<file path="config.mk">
export PLATFORM = sky130hd
export DESIGN_NAME = mfp_eic_gen2
export DESIGN_NICKNAME = d
export VERILOG_FILES = /design/src/rtl/mfp_eic_gen2_pkg.sv /design/src/rtl/mfp_eic_prio_sel.sv /design/src/rtl/mfp_eic_gen2.sv
export SDC_FILE = /design/constraint.sdc
export NUM_CORES = 1
export LEC_CHECK = 0
export ABC_AREA = 1
export ABC_CLOCK_PERIOD_IN_PS = 18120
export BUFFER_PORTS_ARGS = -buffer_cell sky130_fd_sc_hd__clkbuf_2
export CAP_MARGIN = 30
export CORE_MARGIN = 3
export CORE_UTILIZATION = 55
export DETAILED_ROUTE_END_ITERATION = 8
export PLACE_DENSITY = 0.74
export REMOVE_ABC_BUFFERS = 1
export SLEW_MARGIN = 5
export SYNTH_ARGS = -nofsm -noshare
export SYNTH_HDL_FRONTEND = slang
export SYNTH_SLANG_ARGS = --single-unit
</file>
<file path="constraint.sdc">
create_clock -name SI_ClkIn -period 18.12 [get_ports SI_ClkIn]
set_input_delay 3.624 -clock SI_ClkIn [delete_from_list [all_inputs] [get_ports SI_ClkIn]]
set_output_delay 3.624 -clock SI_ClkIn [all_outputs]
set_load 0.01 [all_outputs]
</file>
<file path="src/rtl/mfp_eic_gen2_pkg.sv">
// Shared definitions for the mfp_eic_gen2 external interrupt controller:
// register map offsets, field widths and the priority-selection record.
package mfp_eic_gen2_pkg;

  localparam int MAX_IRQ  = 64;
  localparam int IPL_W    = 6;
  localparam int VEC_W    = 6;
  localparam int OFFSET_W = 17;

  // Word addresses; EDGE/MASK/PEND occupy base+0 (channels 0..31) and base+1 (32..63).
  localparam logic [7:0] EDGE_BASE = 8'h00;
  localparam logic [7:0] MASK_BASE = 8'h04;
  localparam logic [7:0] PEND_BASE = 8'h08;
  localparam logic [7:0] PRIO_BASE = 8'h40;

  // One contender in the priority tournament.
  typedef struct packed {
    logic             valid;
    logic [IPL_W-1:0] prio;
    logic [VEC_W-1:0] idx;
  } sel_t;

  // Left operand always covers lower channel indices, so '>=' gives ties to the lower index.
  function automatic sel_t sel_pick(input sel_t l, input sel_t r);
    if (l.valid && (!r.valid || l.prio >= r.prio)) return l;
    return r;
  endfunction

  // 64-bit lane mask selected by a write to one of the two words of a banked register.
  function automatic logic [MAX_IRQ-1:0] bank_sel(input logic [7:0] addr, input logic [7:0] base);
    if (addr == base)        return {32'h0000_0000, 32'hFFFF_FFFF};
    if (addr == base + 8'd1) return {32'hFFFF_FFFF, 32'h0000_0000};
    return '0;
  endfunction

endpackage

</file>
<file path="src/rtl/mfp_eic_prio_sel.sv">
// Combinational tournament tree: picks the highest-priority valid candidate,
// lowest index on ties. The caller registers the result.
module mfp_eic_prio_sel
  import mfp_eic_gen2_pkg::*;
#(
  parameter int N_IRQ = 32
) (
  input  logic [N_IRQ-1:0]       cand,
  input  logic [N_IRQ*IPL_W-1:0] prio_flat,
  output logic                   win_valid,
  output logic [VEC_W-1:0]       win_idx,
  output logic [IPL_W-1:0]       win_prio
);

  // Leaf count rounded up to a power of two so every round pairs cleanly.
  localparam int P = (N_IRQ <= 1) ? 1 : (1 << $clog2(N_IRQ));

  logic [P-1:0]       cand_pad;
  logic [P*IPL_W-1:0] prio_pad;
  sel_t               winner;

  function automatic sel_t tournament(input logic [P-1:0] c, input logic [P*IPL_W-1:0] p);
    sel_t node [P];
    for (int i = 0; i < P; i++) begin
      node[i].valid = c[i];
      node[i].prio  = p[i*IPL_W +: IPL_W];
      node[i].idx   = VEC_W'(i);
    end
    // Each round halves the field; winners of pair (2j, 2j+1) move to slot j.
    for (int w = P / 2; w >= 1; w = w / 2) begin
      for (int j = 0; j < w; j++) begin
        node[j] = sel_pick(node[2*j], node[2*j+1]);
      end
    end
    return node[0];
  endfunction

  // Pad the candidate set out to the tree width with empty slots, then run the tree.
  always_comb begin
    // NOTE: every always_comb output gets a default first so no path can hold a value (latch).
    cand_pad = '0;
    prio_pad = '0;
    cand_pad[N_IRQ-1:0]       = cand;
    prio_pad[N_IRQ*IPL_W-1:0] = prio_flat;
    winner = tournament(cand_pad, prio_pad);
  end

  assign win_valid = winner.valid;
  assign win_idx   = winner.idx;
  assign win_prio  = winner.prio;

endmodule

</file>
<file path="src/rtl/mfp_eic_gen2.sv">
// Second-generation external interrupt controller for the MIPSfpga core in EIC mode.
// Up to 64 sources with per-channel edge/level sense, mask and 6-bit priority;
// presents RIPL/vector/offset to the core and retires edge requests on SI_IAck.
// Optional build macro MFP_EIC_GEN2_SYNC_EN inserts a 2-flop synchronizer on irq_in.
module mfp_eic_gen2
  import mfp_eic_gen2_pkg::*;
#(
  parameter int              N_IRQ       = 32,
  parameter logic [16:0]     OFFSET_STEP = 17'h10
) (
  input  logic               SI_ClkIn,
  input  logic               SI_Reset,
  input  logic [N_IRQ-1:0]   irq_in,
  input  logic               cfg_we,
  input  logic [7:0]         cfg_addr,
  input  logic [31:0]        cfg_wdata,
  output logic [31:0]        cfg_rdata,
  input  logic               SI_IAck,
  input  logic [5:0]         SI_IVN,
  output logic [7:0]         SI_Int,
  output logic [5:0]         SI_EICVector,
  output logic [16:0]        SI_Offset,
  output logic [3:0]         SI_EISS,
  output logic               SI_EICPresent,
  output logic [N_IRQ-1:0]   irq_pending
);

  // Lanes that correspond to real channels; the rest stay 0 and read back as 0.
  localparam logic [MAX_IRQ-1:0] CH_MASK =
    (N_IRQ >= MAX_IRQ) ? {MAX_IRQ{1'b1}} : ((64'd1 << N_IRQ) - 64'd1);

  logic [N_IRQ-1:0]       irq_s;
  logic [MAX_IRQ-1:0]     irq_pad, irq_d, rise;
  logic [MAX_IRQ-1:0]     edge_r, mask_r, pend_r, pend_nxt;
  logic [IPL_W-1:0]       prio_r [MAX_IRQ];
  logic [MAX_IRQ-1:0]     wr_val, edge_wm, mask_wm, pend_wc, ack_clr;
  logic                   prio_we;
  logic [31:0]            rd_nxt;
  logic [N_IRQ-1:0]       cand;
  logic [N_IRQ*IPL_W-1:0] prio_flat;
  logic                   sel_valid;
  logic [VEC_W-1:0]       sel_idx;
  logic [IPL_W-1:0]       sel_prio;
  logic [OFFSET_W-1:0]    off_calc;
  logic [IPL_W-1:0]       ripl_r;
  logic [VEC_W-1:0]       vec_r;
  logic [OFFSET_W-1:0]    off_r;

`ifdef MFP_EIC_GEN2_SYNC_EN
  logic [N_IRQ-1:0] sync_q1, sync_q2;

  // Two-flop synchronizer for the asynchronous interrupt sources.
  always_ff @(posedge SI_ClkIn) begin
    if (SI_Reset) begin
      sync_q1 <= '0;
      sync_q2 <= '0;
    end else begin
      sync_q1 <= irq_in;
      sync_q2 <= sync_q1;
    end
  end

  assign irq_s = sync_q2;
`else
  assign irq_s = irq_in;
`endif

  // Write decode, edge detect and next pending state for all 64 lanes.
  always_comb begin
    irq_pad = '0;
    irq_pad[N_IRQ-1:0] = irq_s;
    rise    = irq_pad & ~irq_d;
    wr_val  = {cfg_wdata, cfg_wdata};
    edge_wm = cfg_we ? (bank_sel(cfg_addr, EDGE_BASE) & CH_MASK) : '0;
    mask_wm = cfg_we ? (bank_sel(cfg_addr, MASK_BASE) & CH_MASK) : '0;
    pend_wc = cfg_we ? (bank_sel(cfg_addr, PEND_BASE) & wr_val) : '0;
    // Acks only retire edge channels; level lanes and unimplemented lanes have edge_r = 0.
    ack_clr = SI_IAck ? ((64'd1 << SI_IVN) & edge_r) : '0;
    // A new rising edge on the same clock as a clear keeps the request.
    pend_nxt = (edge_r & (rise | (pend_r & ~(pend_wc | ack_clr)))) | (~edge_r & irq_pad);
    prio_we  = cfg_we && (cfg_addr[7:6] == PRIO_BASE[7:6]) && (int'(cfg_addr[5:0]) < N_IRQ);
  end

  // Register read mux; unimplemented addresses and channels return 0.
  always_comb begin
    rd_nxt = '0;
    case (cfg_addr)
      EDGE_BASE:        rd_nxt = edge_r[31:0];
      EDGE_BASE + 8'd1: rd_nxt = edge_r[63:32];
      MASK_BASE:        rd_nxt = mask_r[31:0];
      MASK_BASE + 8'd1: rd_nxt = mask_r[63:32];
      PEND_BASE:        rd_nxt = pend_r[31:0];
      PEND_BASE + 8'd1: rd_nxt = pend_r[63:32];
      default: begin
        if (cfg_addr[7:6] == PRIO_BASE[7:6] && int'(cfg_addr[5:0]) < N_IRQ)
          rd_nxt = {{(32-IPL_W){1'b0}}, prio_r[cfg_addr[5:0]]};
      end
    endcase
  end

  // Candidate set for the selector: pending, enabled and non-zero priority.
  always_comb begin
    cand      = '0;
    prio_flat = '0;
    for (int i = 0; i < N_IRQ; i++) begin
      cand[i]                    = pend_r[i] & mask_r[i] & (prio_r[i] != '0);
      prio_flat[i*IPL_W +: IPL_W] = prio_r[i];
    end
  end

  mfp_eic_prio_sel #(.N_IRQ(N_IRQ)) u_prio_sel (
    .cand      (cand),
    .prio_flat (prio_flat),
    .win_valid (sel_valid),
    .win_idx   (sel_idx),
    .win_prio  (sel_prio)
  );

  assign off_calc = {{(OFFSET_W-VEC_W){1'b0}}, sel_idx} * OFFSET_STEP;

  // Configuration registers, pending state and registered core-facing outputs.
  always_ff @(posedge SI_ClkIn) begin
    if (SI_Reset) begin
      irq_d     <= '0;
      edge_r    <= '0;
      mask_r    <= '0;
      pend_r    <= '0;
      // NOTE: the priority array is reset explicitly; software may rely on PRIO reading 0.
      for (int i = 0; i < MAX_IRQ; i++) prio_r[i] <= '0;
      cfg_rdata <= '0;
      ripl_r    <= '0;
      vec_r     <= '0;
      off_r     <= '0;
    end else begin
      // NOTE: sequential state uses non-blocking assignments so all flops update together.
      irq_d     <= irq_pad;
      pend_r    <= pend_nxt;
      edge_r    <= (edge_r & ~edge_wm) | (wr_val & edge_wm);
      mask_r    <= (mask_r & ~mask_wm) | (wr_val & mask_wm);
      if (prio_we) prio_r[cfg_addr[5:0]] <= cfg_wdata[IPL_W-1:0];
      cfg_rdata <= rd_nxt;
      ripl_r    <= sel_valid ? sel_prio : '0;
      vec_r     <= sel_valid ? sel_idx  : '0;
      off_r     <= sel_valid ? off_calc : '0;
    end
  end

  assign SI_Int        = {2'b00, ripl_r};
  assign SI_EICVector  = vec_r;
  assign SI_Offset     = off_r;
  assign SI_EISS       = 4'h0;
  assign SI_EICPresent = 1'b1;
  assign irq_pending   = pend_r[N_IRQ-1:0];

endmodule

</file>
# ---- Word level (Yosys, flattened, before mapping)
# Memories as Yosys holds them, arrays and structs flattened.
# Index checks and enable logic that the tools add are counted.
dict set report classes {
  n_eq_ne 6
  muxes 128
  bitwise_logic 85
  magnitude_cmp 32
  n_reduce_logical 131
  shift 1
}
# cell n
set op_table {}
lappend op_table {{13-bit 2-to-1 mux} 62}
lappend op_table {{64-bit AND} 6}
lappend op_table {{64-bit 2-to-1 mux} 6}
lappend op_table {{32-bit 2-to-1 mux} 10}
lappend op_table {{64-bit bitwise OR} 5}
lappend op_table {{64-bit by 32-bit AND with 64-bit output} 3}
lappend op_table {{64-bit inverter} 3}
lappend op_table {{32-bit one-hot mux with 6 select lines} 1}
lappend op_table {{6-bit nonzero test} 32}
lappend op_table {{6-bit greater-or-equal comparator} 31}
lappend op_table {{32-bit inverter with 64-bit output} 2}
lappend op_table {{1-bit AND} 64}
lappend op_table {{32-bit by 64-bit AND with 64-bit output} 1}
lappend op_table {{1-bit by 6-bit left shift with 64-bit output, first input constant} 1}
lappend op_table {{1-bit 2-to-1 mux} 46}
lappend op_table {{1-bit logical AND} 34}
lappend op_table {{1-bit logical NOT} 31}
lappend op_table {{1-bit logical OR} 31}
lappend op_table {{6-bit 2-to-1 mux} 3}
lappend op_table {{8-bit by 3-bit == test with 1-bit output, second input constant} 2}
lappend op_table {{8-bit by 4-bit == test with 1-bit output, second input constant} 2}
lappend op_table {{8-bit by 1-bit == test with 1-bit output, second input constant} 1}
lappend op_table {{8-bit logical NOT} 1}
lappend op_table {{6-bit less-than comparator, second input constant} 1}
lappend op_table {{other kinds (4)} 4}
dict set report totals {
  reg_bits 311
  input_bits 82
  mem_bits_rw 384
  memories 1
  elab_cells 393
  out_inout_bits 100
}
# name words width rd rd_ports_with_merged_regs write_ports line
set mem_list {}
lappend mem_list {prio_r 64 6 33 0 64 mfp_eic_gen2.sv:35} ;# logic [IPL_W-1:0] prio_r [MAX_IRQ];

# ---- Depth between registers and ports, before layout
# Gate-level depths: netlist (run 1).
# An unclocked memory read counts as a cell.
dict set report depth {
  word_depth 30
  depth_mapped 58
  ltp_nobuf 58
}

# ---- By module
# From an unflattened synthesis (run 1), not the netlist that was laid out.
dict set report hier_totals {
  hier_cells 3604
  area_unflattened_um2 25017.7
}
# module n_inst area_each_um2 seq_area_each_um2 cells_each
set modules_own_cells {}
lappend modules_own_cells {mfp_eic_gen2 1 16555.9 9208.8 2032}
lappend modules_own_cells {mfp_eic_prio_sel 1 8461.9 0.0 1572}

# ---- Worst setup path after synthesis (run 1)
# OpenSTA, ideal clock, no wires.
dict set report synth_timing {
  path_kind {reg2reg}
  startpoint {memory prio_r[10][5]}
  endpoint {register off_r[6], in the netlist SI_Offset[6]}
  setup_slack_ps 11662
  period_less_slack_ps 6458
  setup_time_ps 74
  t_required_ps 18046
  arrival_time_ps 6384
  path_buffers 0
  path_stages_with_launch 54
  path_cell_list {edfxtp_1 ha_1 nand2_1 inv_1 nand2_1 nand2_1 nor2_1 nand2_1 nand2_1 nand2_1 and2_1 ha_1 nand2_1 nor2_1 nand2_1 inv_1 nor2_1 nand3_1 [... 18 more ...] o21ai_0 o211ai_1 nor2_1 nand2_1 nand2_2 clkinv_1 nand3_1 and2_1 ha_1 inv_1 nor2_1 o211ai_1 o2111ai_1 nor2_1 nor2_2 nor2_2 nand3_1 o21ai_0}
}
# element line
set synth_rtl {}
lappend synth_rtl {{from (decl)} mfp_eic_gen2.sv:35}
lappend synth_rtl {{to (signal assigned)} mfp_eic_gen2.sv:144} ;# off_r <= sel_valid ? off_calc : '0;
lappend synth_rtl {{to (decl)} mfp_eic_gen2.sv:47} ;# logic [OFFSET_W-1:0] off_r;

==> results of run 1 <==
==> final cells by class <==
cell class	count	area, um^2	share of cell area [%]
clock buffer	58	1226	4.164
sequential	427	11110	37.73
tap	615	769.5	2.613
inverter	424	1594	5.413
antenna	2	5.005	0.01700
multi-input combinational	2659	13520	45.90
timing repair buffer	183	1008	3.425
clock inverter	26	215.2	0.7309
==> routing by layer <==
layer  global-route usage, %  vias up  part of all wire (%)
met5                       0        -                 0.039
met3                   6.266      218                    10
li1                        -    12060                     -
met2                   50.65     1324                    44
met1                   45.33    11280                    42
met4                   12.39        4                   3.9
==> worst paths after layout <==
path / startpoint / endpoint / slack, ps
hold / removal: irq_d[12]$_SDFF_PP0_ / pend_r[12]$_SDFF_PP0_ / 470
setup reg to reg: prio_r[24][5]$_SDFFCE_PN0P_ / SI_Offset[6]$_SDFF_PP0_ / 10130
hold reg to reg: irq_d[12]$_SDFF_PP0_ / pend_r[12]$_SDFF_PP0_ / 470
setup / recovery: prio_r[24][5]$_SDFFCE_PN0P_ / SI_Offset[6]$_SDFF_PP0_ / 10130
==> where the power goes <==
group	internal (mW)	total [mW]	switching, mW
sequential	1.07	1.11	0.0363
clock	0.512	0.908	0.396
combinational	0.0864	0.270	0.184
total	1.67	2.29	0.617
==> metrics by stage <==
stage               cell area (um^2)  setup slack, ps  util, %  power (mW)  hold slack (ps)
floorplan                      26210            11330        -       1.281            445.6
global placement               27940            10350    58.40       1.387            455.0
detailed placement             27980            10300    58.48       1.391            459.6
CTS                            29420            10270    61.49       2.283            472.4
global route                   29450             9238    61.54       2.370            499.4
finish                         29450            10130    61.54       2.287            472.4
==> cells by family (layout without fill, tap and decap cells) <==
logic type | Yosys count | count (layout)
AO/OA/AOI/OAI | 501 | 501
other | 2 | 86
buffers and inverters | 603 | 691
AND/OR/NAND/NOR | 1888 | 1888
adder cells (fa/ha/maj) | 186 | 186
flip-flops | 427 | 427
==> critical path, delay by kind of cell (launching register included) <==
kind            cells  cell delay (ps)
flops               1              470
compound gates     10             1400
simple gates       27             3550
fa+ha+maj           5             1530
buf+inv             7              960
==> cells in the final DEF, fill, tap and decap left out, drive strengths merged, types with 11 or more instances in the layout <==
master and n:
o211a 15, dfxtp 171, and2 48, a32o 16
o21ai 236, clkbuf 217, edfxtp 256, ha 186
inv 421, clkinv 25, nor2 571, nand2 890
a21oi 101, conb 84, o211ai 12, a21boi 16
buf 24, a22oi 52, nand4 43, o2111ai 11
nand3 321
==> results by group, run 1 <==
Floorplan
  – CORE AREA: 47,850 um^2
  – Initial core utilization: between 50% and 60%
  – # IOs: approximately 180
  – Placement Rows: 80
  – Vert. Die Dim: 226.5 um
  – Die area: roughly 51,000 um^2
  – Die width: 226.5 um

Synth
  – Mapped Area: between 20,000 and 30,000 um^2
  – Post-synth EDFFs: 256
  – Main combinational cell family by area after synthesis: simple AND/OR/NAND/NOR gates
  – Top post-synthesis cells by count: nand2_1, nor2_1, inv_1
  – Synth Area in Compound Gates: 11.22%
  – Mux contribution to synthesized area: 0%
  – Sequential share of the synthesized area: about 42%
  – Yosys warnings: 0
  – Async SR Flop Fraction: 0%
  – Synth Area in Adders: 8.699%
  – Register bit count reported by yosys: 427
  – Post-Synth XOR/XNOR Area: 0%
  – Primary FF master, synth: edfxtp_1
  – Synth top area cells: edfxtp_1, dfxtp_1, nand2_1
  – Top-count cell post-synth: nand2_1
  – Cell count after synthesis: 3,607
  – Synth Area in Simple Gates: between 20% and 30%
  – Library cells used by synthesis: 43
  – Yosys top cell area share: 28.74%
  – Synth area leader: edfxtp_1
  – Mean post-synth cell area: 7.417 um^2

Power
  – Static Leakage: 14.59 nW
  – VDD IR max: 0.07827 mV
  – P per Cell Area: 77.66 nW/um^2

Drt
  – Antenna-violating nets left: 0
  – Vias per Instance: approximately 5.7
  – DR WL/cell: ~19 um
  – Post-Route WL: 84,360 um
  – Initial DRT Pass Iterations: 6
  – Drt initial violations: 2,929
  – Via Count: 24,880
  – # DRC: 0

Critical path
  – Worst-path fanout max: 12
  – Worst path arrival time: 8490 ps
  – Worst Setup Start Kind: register
  – Critical Path Slowest Stage Cell: edfxtp_1
  – Max stage delay on crit path: 470 ps
  – CP required: 18,620 ps
  – R2R depth: 49
  – CP Capture Type: register
  – Classification of the worst setup path: reg2reg
  – Critical path's most frequent cell: nand2_1

Outcome
  – Run status: completed

Timing
  – Final slew viol count: 0
  – Normalized max-slew margin: 22.86%
  – Tcrit/Tclk final: 44.08%
  – Fmax: 125.2 MHz
  – Final Critical Period: 7987 ps
  – Hold Fails Final Rpt: 0
  – RSZ-0062 raised after global routing: no
  – Slew @ Worst Pin: between 1000 and 1500 ps
  – Final setup fails: 0
  – Final TNS setup: 0 ps
  – Worst clock skew: 16.82 ps

Clock tree
  – Postcts setup bufs: 0
  – Clock slew at reported path FFs: 60 ps
  – CTS tree: built
  – CTS Buf Count: 46
  – Clk Latency, worst-skew pair: 590 ps
  – Root Driver: clkbuf_16
  – CTS H-tree lvls: 2
  – Clk buf depth: 3
  – Post_cts resized: 0
  – Hold_buf cts: 0
  – Clock tree sinks: ~430

Flow run
  – Max_cap viols: 0

GRT
  – Largest net degree at the start of global routing: 81
  – Overflow after GRT: 0
  – Initial antenna violation count: 4
  – Total GRT Usage: 32.59%
  – First-pass GRT wire length: 130,200 um
  – Vias in the first global route: approximately 23,000

Placement
  – IO buf count: 161
  – Post-DP HPWL: 61,890 um
  – DP Cell Count: 4,307
  – GPL Wtd Cong: 1.033

Final layout
  – Final cell count without fillers: 4,394
  – Syn-to-layout area delta: 10.07%
  – Share of cells above drive strength 1: 7.440%
  – Fillers: ~4,400
  – Final #Nets: approximately 4,000

Hold path
  – Type of the worst min-delay path: reg2reg
  – WHS Path Cells: 3
Note: power is estimated with default switching activity, not from simulation.
==> inputs of run 2 (changes only) <==
--- a/config.mk
+++ b/config.mk
@@ -6,7 +6,7 @@
 export NUM_CORES = 1
 export LEC_CHECK = 0
 export ABC_AREA = 1
-export ABC_CLOCK_PERIOD_IN_PS = 18120
+export ABC_CLOCK_PERIOD_IN_PS = 8300
 export BUFFER_PORTS_ARGS = -buffer_cell sky130_fd_sc_hd__clkbuf_2
 export CAP_MARGIN = 30
 export CORE_MARGIN = 3
==> constraint.sdc (replaced) <==
create_clock -name SI_ClkIn -period 8.3 [get_ports SI_ClkIn]
set_input_delay 1.66 -clock SI_ClkIn [delete_from_list [all_inputs] [get_ports SI_ClkIn]]
set_output_delay 1.66 -clock SI_ClkIn [all_outputs]
set_load 0.01 [all_outputs]
==> results by group, run 2 (synthesized netlist as in run 1, its figures left out) <==
Power
  – VDD IR max: between 0.15 and 0.2 mV
  – Clk pwr share: 39.7%
  – P_sw: approximately 1.4 mW
  – Comb power frac: around an eighth
  – Internal: 3.640 mW
  – Final Total Pwr: 4.993 mW
  – Static Leakage: ~15 nW
  – Reg power frac: 48.5%
  – Sw Ratio: a little over a quarter
  – P per Cell Area: 169.1 nW/um^2

Timing
  – Normalized max-slew margin: 34.85%
  – Fmax: between 100 and 150 MHz
  – Hold Fails Final Rpt: 0
  – Slew @ Worst Pin: approximately 980 ps
  – Final setup fails: 0
  – Final slew viol count: 0
  – Worst clock skew: between 10 and 15 ps
  – Tcrit/Tclk final: 91.65%
  – Final Critical Period: 7607 ps
  – WHS: 473.2 ps
  – Final TNS setup: 0 ps

GRT
  – Initial antenna violation count: 4
  – Total GRT Usage: between 30% and 40%
  – Overflow after GRT: 0
  – Largest net degree at the start of global routing: 90
  – First-pass GRT wire length: between 100,000 and 150,000 um
  – Vias in the first global route: 23,020

Floorplan
  – Vert. Die Dim: 226.5 um
  – Die area: 51,320 um^2
  – Initial core utilization: 55.91%
  – # IOs: 182
  – Placement Rows: 80
  – Die width: between 200 and 250 um
  – CORE AREA: 47,850 um^2

Critical path
  – Critical Path Slowest Stage Cell: edfxtp_1
  – Worst-path fanout max: 10
  – Reg2Reg Setup Slack: 690 ps
  – R2R depth: between 50 and 60
  – Worst Path Buf+Inv: 7
  – Worst path arrival time: 8140 ps
  – Worst Setup Start Kind: register
  – Crit path max-delay family: simple AND/OR/NAND/NOR gates
  – Max stage delay on crit path: 460 ps
  – Critical path's most frequent cell: nand2_1
  – CP required: 8830 ps
  – Classification of the worst setup path: reg2reg
  – CP Depth: just over 50
  – CP Capture Type: register

Drt
  – Vias per Instance: 5.690
  – Initial DRT Pass Iterations: 7
  – Antenna-violating nets left: 0
  – # DRC: 0
  – Drt initial violations: 2,670
  – DR WL/cell: 19.24 um
  – Post-Route WL: 84,620 um
  – Via Count: between 20,000 and 30,000

Final layout
  – Syn-to-layout area delta: 10.36%
  – Most frequent cells in the layout: nand2_1, nor2_1, inv_1
  – Final #Nets: 4,013
  – Most common library cell in the layout ignoring fill and taps: nand2_1
  – Final core occ: 61.71%
  – Share of cells above drive strength 1: under 10%
  – Final cell count without fillers: 4,397

Clock tree
  – Clk buf depth: 3
  – Root Driver: clkbuf_16
  – Clock slew at reported path FFs: 60 ps
  – CTS tree: built
  – Clk Latency, worst-skew pair: 590 ps
  – CTS Buf Count: 46
  – Clock tree sinks: 427
  – CTS H-tree lvls: 2

Hold path
  – WHS Path Cells: 3
  – Type of the worst min-delay path: reg2reg

Outcome
  – Run status: completed

Placement
  – DP Cell Count: 4,309
  – Post-DP HPWL: 61,460 um
  – IO buf count: 161
  – GPL Wtd Cong: 1.032

Flow run
  – Max_cap viols: 0
[run 2: changes by cell type in the layout (fill, tap and decap cells not counted), sizes merged, moves of 2 or more]
| cell | before | now |
|---|---|---|
| buf | 24 | 28 |
| inv | 421 | 419 |
| clkinv | 25 | 20 |
| clkinvlp | 2 | 5 |
| clkbuf | 217 | 222 |
[run 2: stage by stage]
step	setup WS, ps	cell area [um^2]
after global routing	-40.82	29520
after detailed placement	433.9	27990
final	692.7	29520
after floorplan	1839	26210
after global placement	527.3	27970
after CTS	416.1	29450
[run 2: area by class of cell]
| class | count | area, um^2 |
|---|---|---|
| antenna | 1 | 2.502 |
| clock buffer | 63 | 1266 |
| clock inverter | 21 | 191.4 |
| fill | 4280 | 18320 |
| inverter | 424 | 1598 |
| multi-input combinational | 2659 | 13550 |
| sequential | 427 | 11110 |
| tap | 615 | 769.5 |
| timing repair buffer | 187 | 1039 |
[run 2: power groups by stage]
stage / clock network (mW) / registers, mW / logic [mW]
final: 1.98 / 2.42 / 0.593
after detailed placement: 0 / 2.46 / 0.578
after global placement: 0 / 2.46 / 0.573
after CTS: 2.00 / 2.42 / 0.581
after floorplan: 0 / 2.44 / 0.359
after global routing: 2.08 / 2.43 / 0.668
[run 2: worst paths after layout]
path | startpoint | to
min | irq_d[4]$_SDFF_PP0_ | pend_r[4]$_SDFF_PP0_
min reg2reg | irq_d[4]$_SDFF_PP0_ | pend_r[4]$_SDFF_PP0_
max reg2reg | prio_r[26][5]$_SDFFCE_PN0P_ | ripl_r[4]$_SDFF_PP0_
max | prio_r[26][5]$_SDFFCE_PN0P_ | ripl_r[4]$_SDFF_PP0_
[run 2: repair_timing]
item,4_1_cts,5_1_grt
hold buffers,0,0
setup buffers,0,2
gates resized for setup,0,26
endpoints found under the setup margin,0,11
[run 2: worst min-delay path, stage by stage (launching register included)]
cell     delay (ps)
dfxtp_1         290
nand2_1          50
nand2_1          50
o31ai_1          50
[run 2: metal layers]
metal  vias up  routed length, um  GRT usage [%]
li1      12050                  -              -
met1     11470              35580          44.40
met2      1260              36930          50.78
met3       232               8770          7.522
met4         6               3294          12.28
met5         -                 46              0
